==> src/rtl/lsu_rvs_if.sv <==
// lsu_rvs_if: bundles the dispatch, CDB snoop and lsu issue signals of the
// load/store reservation queue.
//   slave  : the queue itself (takes dispatch/CDB/lsu_rdy, drives dis_rdy/lsu_*)
//   master : the environment around it (dispatch, CDB and lsu)
// Handshakes: a transfer happens on a rising clk edge where valid (dis_req /
// lsu_req) and ready (dis_rdy / lsu_rdy) are both high. Once raised, lsu_req
// holds with a stable payload until accepted (flush/reset excepted). cdb_vld
// is a broadcast and has no ready.
interface lsu_rvs_if #(parameter int TAG_W = 4);
  logic             dis_req;
  logic             dis_rdy;
  logic [3:0]       dis_opc;
  logic [TAG_W-1:0] dis_tag;
  logic [11:0]      dis_offset;
  logic             dis_src1_vld;
  logic [TAG_W-1:0] dis_src1_tag;
  logic [31:0]      dis_src1_data;
  logic             dis_src2_vld;
  logic [TAG_W-1:0] dis_src2_tag;
  logic [31:0]      dis_src2_data;
  logic             cdb_vld;
  logic [TAG_W-1:0] cdb_tag;
  logic [31:0]      cdb_wdata;
  logic             lsu_req;
  logic             lsu_rdy;
  logic [3:0]       lsu_opc;
  logic [TAG_W-1:0] lsu_tag;
  logic [31:0]      lsu_src1;
  logic [31:0]      lsu_src2;
  logic [11:0]      lsu_offset;

  modport slave (
    input  dis_req, dis_opc, dis_tag, dis_offset,
    input  dis_src1_vld, dis_src1_tag, dis_src1_data,
    input  dis_src2_vld, dis_src2_tag, dis_src2_data,
    input  cdb_vld, cdb_tag, cdb_wdata, lsu_rdy,
    output dis_rdy, lsu_req, lsu_opc, lsu_tag, lsu_src1, lsu_src2, lsu_offset
  );

  modport master (
    output dis_req, dis_opc, dis_tag, dis_offset,
    output dis_src1_vld, dis_src1_tag, dis_src1_data,
    output dis_src2_vld, dis_src2_tag, dis_src2_data,
    output cdb_vld, cdb_tag, cdb_wdata, lsu_rdy,
    input  dis_rdy, lsu_req, lsu_opc, lsu_tag, lsu_src1, lsu_src2, lsu_offset
  );
endinterface

==> src/rtl/lsu_rvs.sv <==
// lsu_rvs: in-order reservation queue for load/store ops in front of the lsu.
// Captures operand values by snooping the CDB and issues only the head entry,
// so memory ops leave in program order.
// Ports:
//   clk    : clock, all state on rising edge
//   rst_n  : asynchronous active-low reset (empties the queue)
//   flush  : synchronous clear of all entries
//   bus    : lsu_rvs_if.slave (dispatch in, CDB snoop, lsu issue out)
module lsu_rvs #(
  parameter int DEPTH = 8,
  parameter int TAG_W = 4
) (
  input  logic      clk,
  input  logic      rst_n,
  input  logic      flush,
  lsu_rvs_if.slave  bus
);
  localparam int IDX_W = $clog2(DEPTH);
  localparam int PTR_W = IDX_W + 1;

  // Pointers carry one extra wrap bit so full and empty are distinguishable.
  logic [PTR_W-1:0] head, tail;
  logic [IDX_W-1:0] head_idx, tail_idx;

  logic [DEPTH-1:0] ent_vld;
  logic [3:0]       ent_opc    [DEPTH];
  logic [TAG_W-1:0] ent_tag    [DEPTH];
  logic [11:0]      ent_off    [DEPTH];
  logic             ent_s1_rdy [DEPTH];
  logic [TAG_W-1:0] ent_s1_tag [DEPTH];
  logic [31:0]      ent_s1_data[DEPTH];
  logic             ent_s2_rdy [DEPTH];
  logic [TAG_W-1:0] ent_s2_tag [DEPTH];
  logic [31:0]      ent_s2_data[DEPTH];

  logic full, dis_fire, iss_fire;
  logic dis_s1_hit, dis_s2_hit;

  assign head_idx = head[IDX_W-1:0];
  assign tail_idx = tail[IDX_W-1:0];
  assign full     = (head_idx == tail_idx) && (head[PTR_W-1] != tail[PTR_W-1]);

  // No bypass: a full queue refuses dispatch even when the head leaves this cycle.
  assign bus.dis_rdy = !full;
  assign dis_fire    = bus.dis_req && !full;

  assign bus.lsu_req    = ent_vld[head_idx] && ent_s1_rdy[head_idx] && ent_s2_rdy[head_idx];
  assign bus.lsu_opc    = ent_opc[head_idx];
  assign bus.lsu_tag    = ent_tag[head_idx];
  assign bus.lsu_src1   = ent_s1_data[head_idx];
  assign bus.lsu_src2   = ent_s2_data[head_idx];
  assign bus.lsu_offset = ent_off[head_idx];
  assign iss_fire       = bus.lsu_req && bus.lsu_rdy;

  // A source that is being broadcast in the dispatch cycle is captured on the
  // way in; otherwise the wakeup would be missed.
  assign dis_s1_hit = !bus.dis_src1_vld && bus.cdb_vld && (bus.dis_src1_tag == bus.cdb_tag);
  assign dis_s2_hit = !bus.dis_src2_vld && bus.cdb_vld && (bus.dis_src2_tag == bus.cdb_tag);

  // Control state: pointers and valid bits.
  always_ff @(posedge clk or negedge rst_n) begin
    if (!rst_n) begin
      head    <= '0;
      tail    <= '0;
      ent_vld <= '0;
    end else if (flush) begin
      head    <= '0;
      tail    <= '0;
      ent_vld <= '0;
    end else begin
      // head_idx == tail_idx with both firing is impossible: issue needs a
      // non-empty queue and dispatch a non-full one.
      if (iss_fire) begin
        ent_vld[head_idx] <= 1'b0;
        head              <= head + 1'b1;
      end
      if (dis_fire) begin
        ent_vld[tail_idx] <= 1'b1;
        tail              <= tail + 1'b1;
      end
    end
  end

  // Payload and operand readiness: not reset, only meaningful under ent_vld.
  always_ff @(posedge clk) begin
    for (int i = 0; i < DEPTH; i++) begin
      if (dis_fire && (IDX_W'(i) == tail_idx)) begin
        ent_opc[i]     <= bus.dis_opc;
        ent_tag[i]     <= bus.dis_tag;
        ent_off[i]     <= bus.dis_offset;
        ent_s1_tag[i]  <= bus.dis_src1_tag;
        ent_s2_tag[i]  <= bus.dis_src2_tag;
        ent_s1_rdy[i]  <= bus.dis_src1_vld || dis_s1_hit;
        ent_s2_rdy[i]  <= bus.dis_src2_vld || dis_s2_hit;
        ent_s1_data[i] <= bus.dis_src1_vld ? bus.dis_src1_data : bus.cdb_wdata;
        ent_s2_data[i] <= bus.dis_src2_vld ? bus.dis_src2_data : bus.cdb_wdata;
      end else if (bus.cdb_vld && ent_vld[i]) begin
        if (!ent_s1_rdy[i] && (ent_s1_tag[i] == bus.cdb_tag)) begin
          ent_s1_rdy[i]  <= 1'b1;
          ent_s1_data[i] <= bus.cdb_wdata;
        end
        if (!ent_s2_rdy[i] && (ent_s2_tag[i] == bus.cdb_tag)) begin
          ent_s2_rdy[i]  <= 1'b1;
          ent_s2_data[i] <= bus.cdb_wdata;
        end
      end
    end
  end
endmodule
==> src/flat_wrapper.sv <==
// flat-port wrapper written by rule: the top's interface ports become plain ports
module lsu_rvs_flat 
#(
  parameter int DEPTH = 8,
  parameter int TAG_W = 4
)
  (clk, rst_n, flush, bus_dis_req, bus_dis_opc, bus_dis_tag, bus_dis_offset, bus_dis_src1_vld, bus_dis_src1_tag, bus_dis_src1_data, bus_dis_src2_vld, bus_dis_src2_tag, bus_dis_src2_data, bus_cdb_vld, bus_cdb_tag, bus_cdb_wdata, bus_lsu_rdy, bus_dis_rdy, bus_lsu_req, bus_lsu_opc, bus_lsu_tag, bus_lsu_src1, bus_lsu_src2, bus_lsu_offset);
  lsu_rvs_if #(.TAG_W(TAG_W)) bus_i ();
  input  logic clk;
  input  logic rst_n;
  input  logic flush;
  input wire logic [$bits(bus_i.dis_req)-1:0] bus_dis_req;
  input wire logic [$bits(bus_i.dis_opc)-1:0] bus_dis_opc;
  input wire logic [$bits(bus_i.dis_tag)-1:0] bus_dis_tag;
  input wire logic [$bits(bus_i.dis_offset)-1:0] bus_dis_offset;
  input wire logic [$bits(bus_i.dis_src1_vld)-1:0] bus_dis_src1_vld;
  input wire logic [$bits(bus_i.dis_src1_tag)-1:0] bus_dis_src1_tag;
  input wire logic [$bits(bus_i.dis_src1_data)-1:0] bus_dis_src1_data;
  input wire logic [$bits(bus_i.dis_src2_vld)-1:0] bus_dis_src2_vld;
  input wire logic [$bits(bus_i.dis_src2_tag)-1:0] bus_dis_src2_tag;
  input wire logic [$bits(bus_i.dis_src2_data)-1:0] bus_dis_src2_data;
  input wire logic [$bits(bus_i.cdb_vld)-1:0] bus_cdb_vld;
  input wire logic [$bits(bus_i.cdb_tag)-1:0] bus_cdb_tag;
  input wire logic [$bits(bus_i.cdb_wdata)-1:0] bus_cdb_wdata;
  input wire logic [$bits(bus_i.lsu_rdy)-1:0] bus_lsu_rdy;
  output wire logic [$bits(bus_i.dis_rdy)-1:0] bus_dis_rdy;
  output wire logic [$bits(bus_i.lsu_req)-1:0] bus_lsu_req;
  output wire logic [$bits(bus_i.lsu_opc)-1:0] bus_lsu_opc;
  output wire logic [$bits(bus_i.lsu_tag)-1:0] bus_lsu_tag;
  output wire logic [$bits(bus_i.lsu_src1)-1:0] bus_lsu_src1;
  output wire logic [$bits(bus_i.lsu_src2)-1:0] bus_lsu_src2;
  output wire logic [$bits(bus_i.lsu_offset)-1:0] bus_lsu_offset;
  assign bus_i.dis_req = bus_dis_req;
  assign bus_i.dis_opc = bus_dis_opc;
  assign bus_i.dis_tag = bus_dis_tag;
  assign bus_i.dis_offset = bus_dis_offset;
  assign bus_i.dis_src1_vld = bus_dis_src1_vld;
  assign bus_i.dis_src1_tag = bus_dis_src1_tag;
  assign bus_i.dis_src1_data = bus_dis_src1_data;
  assign bus_i.dis_src2_vld = bus_dis_src2_vld;
  assign bus_i.dis_src2_tag = bus_dis_src2_tag;
  assign bus_i.dis_src2_data = bus_dis_src2_data;
  assign bus_i.cdb_vld = bus_cdb_vld;
  assign bus_i.cdb_tag = bus_cdb_tag;
  assign bus_i.cdb_wdata = bus_cdb_wdata;
  assign bus_i.lsu_rdy = bus_lsu_rdy;
  assign bus_dis_rdy = bus_i.dis_rdy;
  assign bus_lsu_req = bus_i.lsu_req;
  assign bus_lsu_opc = bus_i.lsu_opc;
  assign bus_lsu_tag = bus_i.lsu_tag;
  assign bus_lsu_src1 = bus_i.lsu_src1;
  assign bus_lsu_src2 = bus_i.lsu_src2;
  assign bus_lsu_offset = bus_i.lsu_offset;
  lsu_rvs #(.DEPTH(DEPTH), .TAG_W(TAG_W)) u_core (.clk(clk), .rst_n(rst_n), .flush(flush), .bus(bus_i));
endmodule
==> config.mk <==
export PLATFORM = sky130hd
export DESIGN_NAME = lsu_rvs_flat
export DESIGN_NICKNAME = d
export VERILOG_FILES = /design/src/rtl/lsu_rvs_if.sv /design/src/rtl/lsu_rvs.sv /design/src/flat_wrapper.sv
export SDC_FILE = /design/constraint.sdc
export NUM_CORES = 1
export LEC_CHECK = 0
export CELL_PAD_IN_SITES_DETAIL_PLACEMENT = 1
export CELL_PAD_IN_SITES_GLOBAL_PLACEMENT = 2
export CORE_UTILIZATION = 38
export DETAILED_ROUTE_END_ITERATION = 12
export GPL_TIMING_DRIVEN = 0
export PLACE_DENSITY_LB_ADDON = 0.1
export SLEW_MARGIN = 20
export SYNTH_ARGS = -nofsm -noshare
export SYNTH_HDL_FRONTEND = slang
export SYNTH_SLANG_ARGS = --single-unit
==> constraint.sdc <==
create_clock -name clk -period 2.56 [get_ports clk]
set_input_delay 0.384 -clock clk [delete_from_list [all_inputs] [get_ports clk]]
set_output_delay 0.384 -clock clk [all_outputs]
set_load 0.02 [all_outputs]
# Word level (Yosys, flattened, before mapping)
# Memory sizes are Yosys's and may differ from the RTL's.
# Cells that the tools add are included.
[totals]
regBits = 16
latchBits = 0
mem_bits_rw = 752
rom_bits = 0
in_bits = 136
out_inout_bits = 86
elab_cells = 415
mem_count = 9
[classes]
n_addsub = 2
multipliers = 0
div_mod_pow = 0
order_cmp = 4
n_eq_ne = 27
shifts = 0
mux = 233
bitwise = 35
reduce_logical = 102
[mem_list]
columns = ["memory", "words", "width", "rd", "rd_clocked_by_memory_dff", "wr", "line_no", "text"]
rows = [
  ["u_core.ent_s1_data", 8, 32, 1, 0, 8, "lsu_rvs.sv:31", "logic [31:0] ent_s1_data[DEPTH];"],
  ["u_core.ent_s2_data", 8, 32, 1, 0, 8, "lsu_rvs.sv:34", "logic [31:0] ent_s2_data[DEPTH];"],
  ["u_core.ent_off", 8, 12, 1, 0, 1, "lsu_rvs.sv:28", "logic [11:0] ent_off [DEPTH];"],
  ["u_core.ent_opc", 8, 4, 1, 0, 1, "lsu_rvs.sv:26", "logic [3:0] ent_opc [DEPTH];"],
  ["u_core.ent_s1_tag", 8, 4, 8, 0, 1, "lsu_rvs.sv:30", "logic [TAG_W-1:0] ent_s1_tag [DEPTH];"],
  ["u_core.ent_s2_tag", 8, 4, 8, 0, 1, "lsu_rvs.sv:33", "logic [TAG_W-1:0] ent_s2_tag [DEPTH];"],
  ["3 more memories", "--", "--", "--", "--", "--", "--", ""],
]
[op_table]
columns = ["op", "n"]
rows = [
  ["32-bit 2-to-1 mux", 18],
  ["1-bit 2-to-1 mux", 134],
  ["4-bit 2-to-1 mux", 32],
  ["4-bit OR reduction", 28],
  ["3-bit 2-to-1 mux", 35],
  ["12-bit 2-to-1 mux", 7],
  ["12-bit OR reduction", 7],
  ["4-bit == test", 18],
  ["1-bit logical AND", 43],
  ["8-bit 2-to-1 mux", 4],
  ["1-bit OR", 32],
  ["1-bit logical NOT", 19],
  ["3-bit == test, first input constant", 4],
  ["4-bit by 1-bit adder with 4-bit output, second input constant", 2],
  ["8-bit AND", 1],
  ["3-bit by 4-bit less-than comparator with 1-bit output, second input constant", 2],
  ["8-bit inverter", 1],
  ["8-bit OR", 1],
  ["1-bit demux with 3-bit select", 2],
  ["2-bit by 3-bit == test with 1-bit output, first input constant", 2],
  ["3-bit by 1-bit >= comparator with 1-bit output, second input constant", 2],
  ["2-bit nonzero test", 2],
  ["1-bit binary-select mux with 3-bit select", 1],
  ["1-bit by 3-bit == test with 1-bit output, first input constant", 1],
  ["4 further kinds", 5],
]

# Logic depth before layout (Yosys ltp)
[logic_depth]
ltp_word = 15
depth_mapped = 10
depth_no_buf = 6

# Least setup slack after synthesis
# OpenSTA, ideal clock, no wires.
[synth_timing]
kind = "register -> register"
start = "reg u_core.tail[0]"
end = "mem u_core.ent_s2_data[4][0], enable pin"
arrival_time_ps = 2393
path_slack_ps = -207
stages_incl_launch_ff = 7
path_buffers = 1
cell_sequence = "dfrtp_1 buf_4 xnor2_2 a41oi_2 nand2_1 inv_1 or2_2"
[synth_lines]
columns = ["item", "line_no", "text"]
rows = [
  ["start, declared", "lsu_rvs.sv:22", "logic [PTR_W-1:0] head, tail;"],
  ["start signal, assigned", "lsu_rvs.sv:79", "tail <= tail + 1'b1;"],
  ["end, declared", "lsu_rvs.sv:34", ""],
]

# Final worst setup path
[layout_timing]
start = "reg u_core.head[0]"
end = "out bus_lsu_src2[0]"
[layout_between]
elab_chain_len = 1
[layout_rtl]
columns = ["item", "line_no", "text"]
rows = [
  ["start, declared", "lsu_rvs.sv:22", ""],
  ["start signal, assigned", "lsu_rvs.sv:75", "head <= head + 1'b1;"],
  ["memory read 8 x 32 bit", "--", ""],
  ["end, declared", "flat_wrapper.sv:31", "output wire logic [$bits(bus_i.lsu_src2)-1:0] bus_lsu_src2;"],
]
# No other way between the ends.

==> metrics.md <==
| Metric | Value |
|---|---|
| Status | `finished, violations left` |
| Failing checks | `setup timing` |
| Port buffer count | `approximately 210` |
| Largest net degree at the start of global routing | `34` |
| First-pass DRT Iterations | `5` |
| Cells along the critical path | `buf_6 > buf_12 > buf_12 > nor2_4 > buf_12 > clkbuf_16 > a22oi_1 > nand4_1 > buf_6` |
| Vias/cell | `~6.4` |
| Pins Over Slew Limit | `0` |
| DRC violations left | `0` |
| CP endpoint kind | `output port` |
| Global-route wire length before repair | `~230 mm` |
| Min cycle time layout | `3.15 ns` |
| Vias post-DR | `approximately 28,000` |
| Cell count after synthesis | `around 2,700` |
| CTS tree | `yes` |
| Antenna Violating Nets Remaining | `0` |
| Routed wire per std cell | `39.1 µm` |
| Power per cell area | `roughly 660 nW/µm²` |
| Clock Latency Late Sink | `0.66 ns` |
| Layout cell share with drive strength beyond 1 | `22.0%` |
| Final setup violation count | `roughly 800` |
| 1st-iter DRT viols | `3,864` |
| FF+latch area | `23,000 µm²` |
| CP max stage cell | `dfrtp_1` |
| Number of placement rows | `110` |
| Die W | `305 µm` |
| Syn nets | `about 2,900` |
| Critical path class | `reg2out` |
| Synth Area in Adders | `less than 1%` |
| Final Cycle Share | `123%` |
| Initial Util | `around 39%` |
| Cell family with most CP delay | `buffers and inverters` |
| Worst-path clk slew | `0.06 ns` |
| Leakage | `approximately 15 nW` |
| Vias in the first global route | `approximately 28,000` |
| CP Max Fanout | `10` |
| Die area | `about 93,000 µm²` |
| CP Launch Type | `flip-flop` |
| RSZ-0062 raised after global routing | `yes` |
| Total track usage | `approximately 36%` |
| CTS sink count | `roughly 770` |
| Clock tree buffer depth | `3` |
| Post-route setup slack | `-0.590 ns` |
| Post-Synth XOR/XNOR Area | `around 2.1%` |
| Root Driver | `clkbuf_16` |
| Synth Area in Compound Gates | `13.4%` |
| Async S/R FF share, synth | `2.08%` |
| Multi-input logic area | `roughly 11,000 µm²` |
| Crit path required time | `between 2 and 2.5 ns` |
| Core Area | `about 91,000 µm²` |
| Fin nets | `3,307` |
| Mux contribution to synthesized area | `between 6 and 7%` |
| Synth Area in Simple Gates | `7.93%` |
| H-tree depth | `3` |
| Final core utilization | `around half` |
| P&R area growth vs syn | `29.0%` |
| Sequential share of the synthesized area | `65.8%` |
| Fin Clk Skew | `roughly 0.02 ns` |
| Dominant synthesized flop cell | `edfxtp_1` |
| #FFs+latches synth | `about 770` |
| Max Fclk | `between 0.3 and 0.4 GHz` |
| Worst EP arrival | `2.77 ns` |
| Pre-CTS WS | `-1.90 ns` |
| Hold Crit Class | `in2async` |
| Syn Std Cell Area | `34,900 µm²` |
| Main combinational cell family by area after synthesis | `compound AO/OA/AOI/OAI gates` |
| Ys Warns | `0` |
| Hold Violations, Final | `0` |
| Total CTS buffers | `just under 90` |
| Worst Path Buf+Inv | `6` |
| Placer Congestion | `about 0.92` |
| Rel. slew slack | `between 20% and 30%` |
| Slew @ Worst Pin | `approximately 1.1 ns` |
| Fillers | `a little over 9,000` |
| Yosys cell types | `just over 60` |
| Post-synth EDFFs | `750` |
| Maximum vdd drop | `roughly 0.48 mV` |
| Hold Buf Count CTS | `0` |
| Post-Syn Area per Cell | `around 13 µm²` |
| Hpwl dp | `106 mm` |
| # IOs | `222` |
| Die H | `a little over 300 µm` |
| Max-Cap Viols | `0` |
| Overall routed net length | `~170 mm` |
| Gr ovfl total | `0` |
| Antenna violations before repair | `10` |
| CP max stage delay | `around 0.38 ns` |
| Most frequent cell on the critical path | `buf_12` |
==> final cells by class <==
class                      count  share of cell area, %
antenna                        7                 0.0389
buffer                       220                   5.44
clock buffer                 106                   5.04
clock inverter                50                   1.02
inverter                      50                  0.464
multi-input combinational   1691                   25.3
sequential                   768                   51.0
tap                         1176                   3.27
timing repair buffer         341                   8.41
timing repair inverter         5                 0.0833
==> final timing paths <==
check / cells past startpoint / from / slack [ns] / endpoint
setup / recovery: 9 / u_core.head[0]$_DFFE_PN0P_ / -0.59 / bus_lsu_src2[0]
min in group clk: 1 / bus_dis_offset[5] / 0.47 / u_core.ent_off[3][5]$_DFFE_PP_
hold / removal: 1 / rst_n / 0.20 / u_core.head[0]$_DFFE_PN0P_
setup reg to reg: 8 / u_core.ent_s1_tag[1][14]$_DFFE_PP_ / -0.59 / u_core.ent_s1_data[7][19]$_DFFE_PP_
hold reg to reg: 2 / u_core.ent_s2_rdy[4]$_DFF_P_ / 0.57 / u_core.ent_s2_rdy[4]$_DFF_P_
max in group asynchronous: 1 / rst_n / 1.81 / u_core.head[2]$_DFFE_PN0P_
==> per-layer routing <==
| metal | track usage (%) | wire length (µm) | vias to the layer above | part of all wire, % |
|---|---|---|---|---|
| li1 | - | - | 11300 | - |
| met1 | 47.0 | 66400 | 14600 | 39 |
| met2 | 56.4 | 78600 | 1990 | 46 |
| met3 | 6.77 | 18100 | 448 | 10 |
| met4 | 16.9 | 9400 | 6 | 5.5 |
| met5 | 0 | 24 | - | 0.014 |
==> cells in the final DEF (no fill, tap or decap), types with 17 or more instances in the layout <==
master,count
inv_1,40
nand4_1,86
mux2i_1,201
a21oi_1,398
buf_4,115
buf_2,57
clkbuf_16,114
buf_8,31
clkinv_1,23
nand2_1,48
a22oi_2,70
nor2_1,393
buf_6,81
buf_12,48
a22oi_1,216
clkdlybuf4s50_1,129
clkbuf_1,50
edfxtp_1,750
nand2_4,17
xnor2_1,52
xor2_1,23
==> metrics by stage <==
step / cells / power [mW] / TNS [ns] / cell area (µm²) / hold slack [ns]
final: 4414 / 29.7 / -161.37 / 45000 / 0.195
after global routing: 4409 / 30.3 / -194.00 / 45000 / 0.252
after CTS: 4351 / 29.5 / -204.96 / 43500 / 0.215
after detailed placement: 4144 / 17.4 / -781.12 / 39300 / 0.537
after global placement: 4120 / 17.2 / -1432.53 / 38500 / 0.521
after floorplan: 2730 / 15.9 / -1.90 / 34900 / 0.0884
==> logic make-up (layout without fill, tap and decap cells) <==
| kind of cell | count (synthesis) | after routing |
|---|---|---|
| xor gates and xnor gates | 79 | 79 |
| DFF | 768 | 768 |
| other | 0 | 7 |
| AOI/OAI and AO/OA | 748 | 748 |
| muxes | 221 | 221 |
| adders and majority gates | 7 | 7 |
| buffers and inverters | 272 | 772 |
| and+or+nand+nor | 635 | 636 |
==> worst register-to-register path: cells and delay by family, from the launching register on <==
family | cells | cell delay [ns]
buf+inv | 2 | 0.64
xor+xnor | 1 | 0.21
compound gates | 1 | 0.06
simple gates | 4 | 1.55
flops | 1 | 0.38
==> power by group <==
part	internal, mW	switching [mW]	total (mW)
registers	14.3	0.130	14.4
logic	1.05	1.83	2.88
clock network	7.02	5.36	12.4
==> what timing repair did <==
action,4_1_cts,5_1_grt
gates cloned,10,10
setup buffers,43,50
pin swaps,54,55
setup endpoints to repair,976,1097
gates resized for setup,584,387
==> sequential cells by signal, indices dropped and copies added (netlist names) <==
signal and flops:
u_core.ent_s1_tag 32, u_core.ent_s2_tag 32, u_core.ent_s1_data 256, u_core.ent_opc 32, u_core.ent_s2_rdy 8, u_core.ent_s2_data 256
u_core.head 4, u_core.ent_tag 32, u_core.ent_off 96, u_core.ent_s1_rdy 8, u_core.ent_vld 8, u_core.tail 4
==> synth_stat cells, types with 15 or more instances <==
master	count	area share, %
nor2_1	402	4.3
buf_6	18	0.58
inv_1	49	0.53
mux2i_1	206	5.9
xor2_1	23	0.58
buf_2	80	1.1
xnor2_1	52	1.3
nand3_1	15	0.22
a22oi_1	286	6.2
clkbuf_1	100	1.1
o21ai_0	17	0.24
a21oi_1	398	5.7
dfrtp_1	16	1.1
nand2_1	72	0.77
edfxtp_1	750	65
nor3_1	17	0.24
buf_4	21	0.45
nand4_1	86	1.5
No activity file was read; power rests on OpenSTA's default activity.
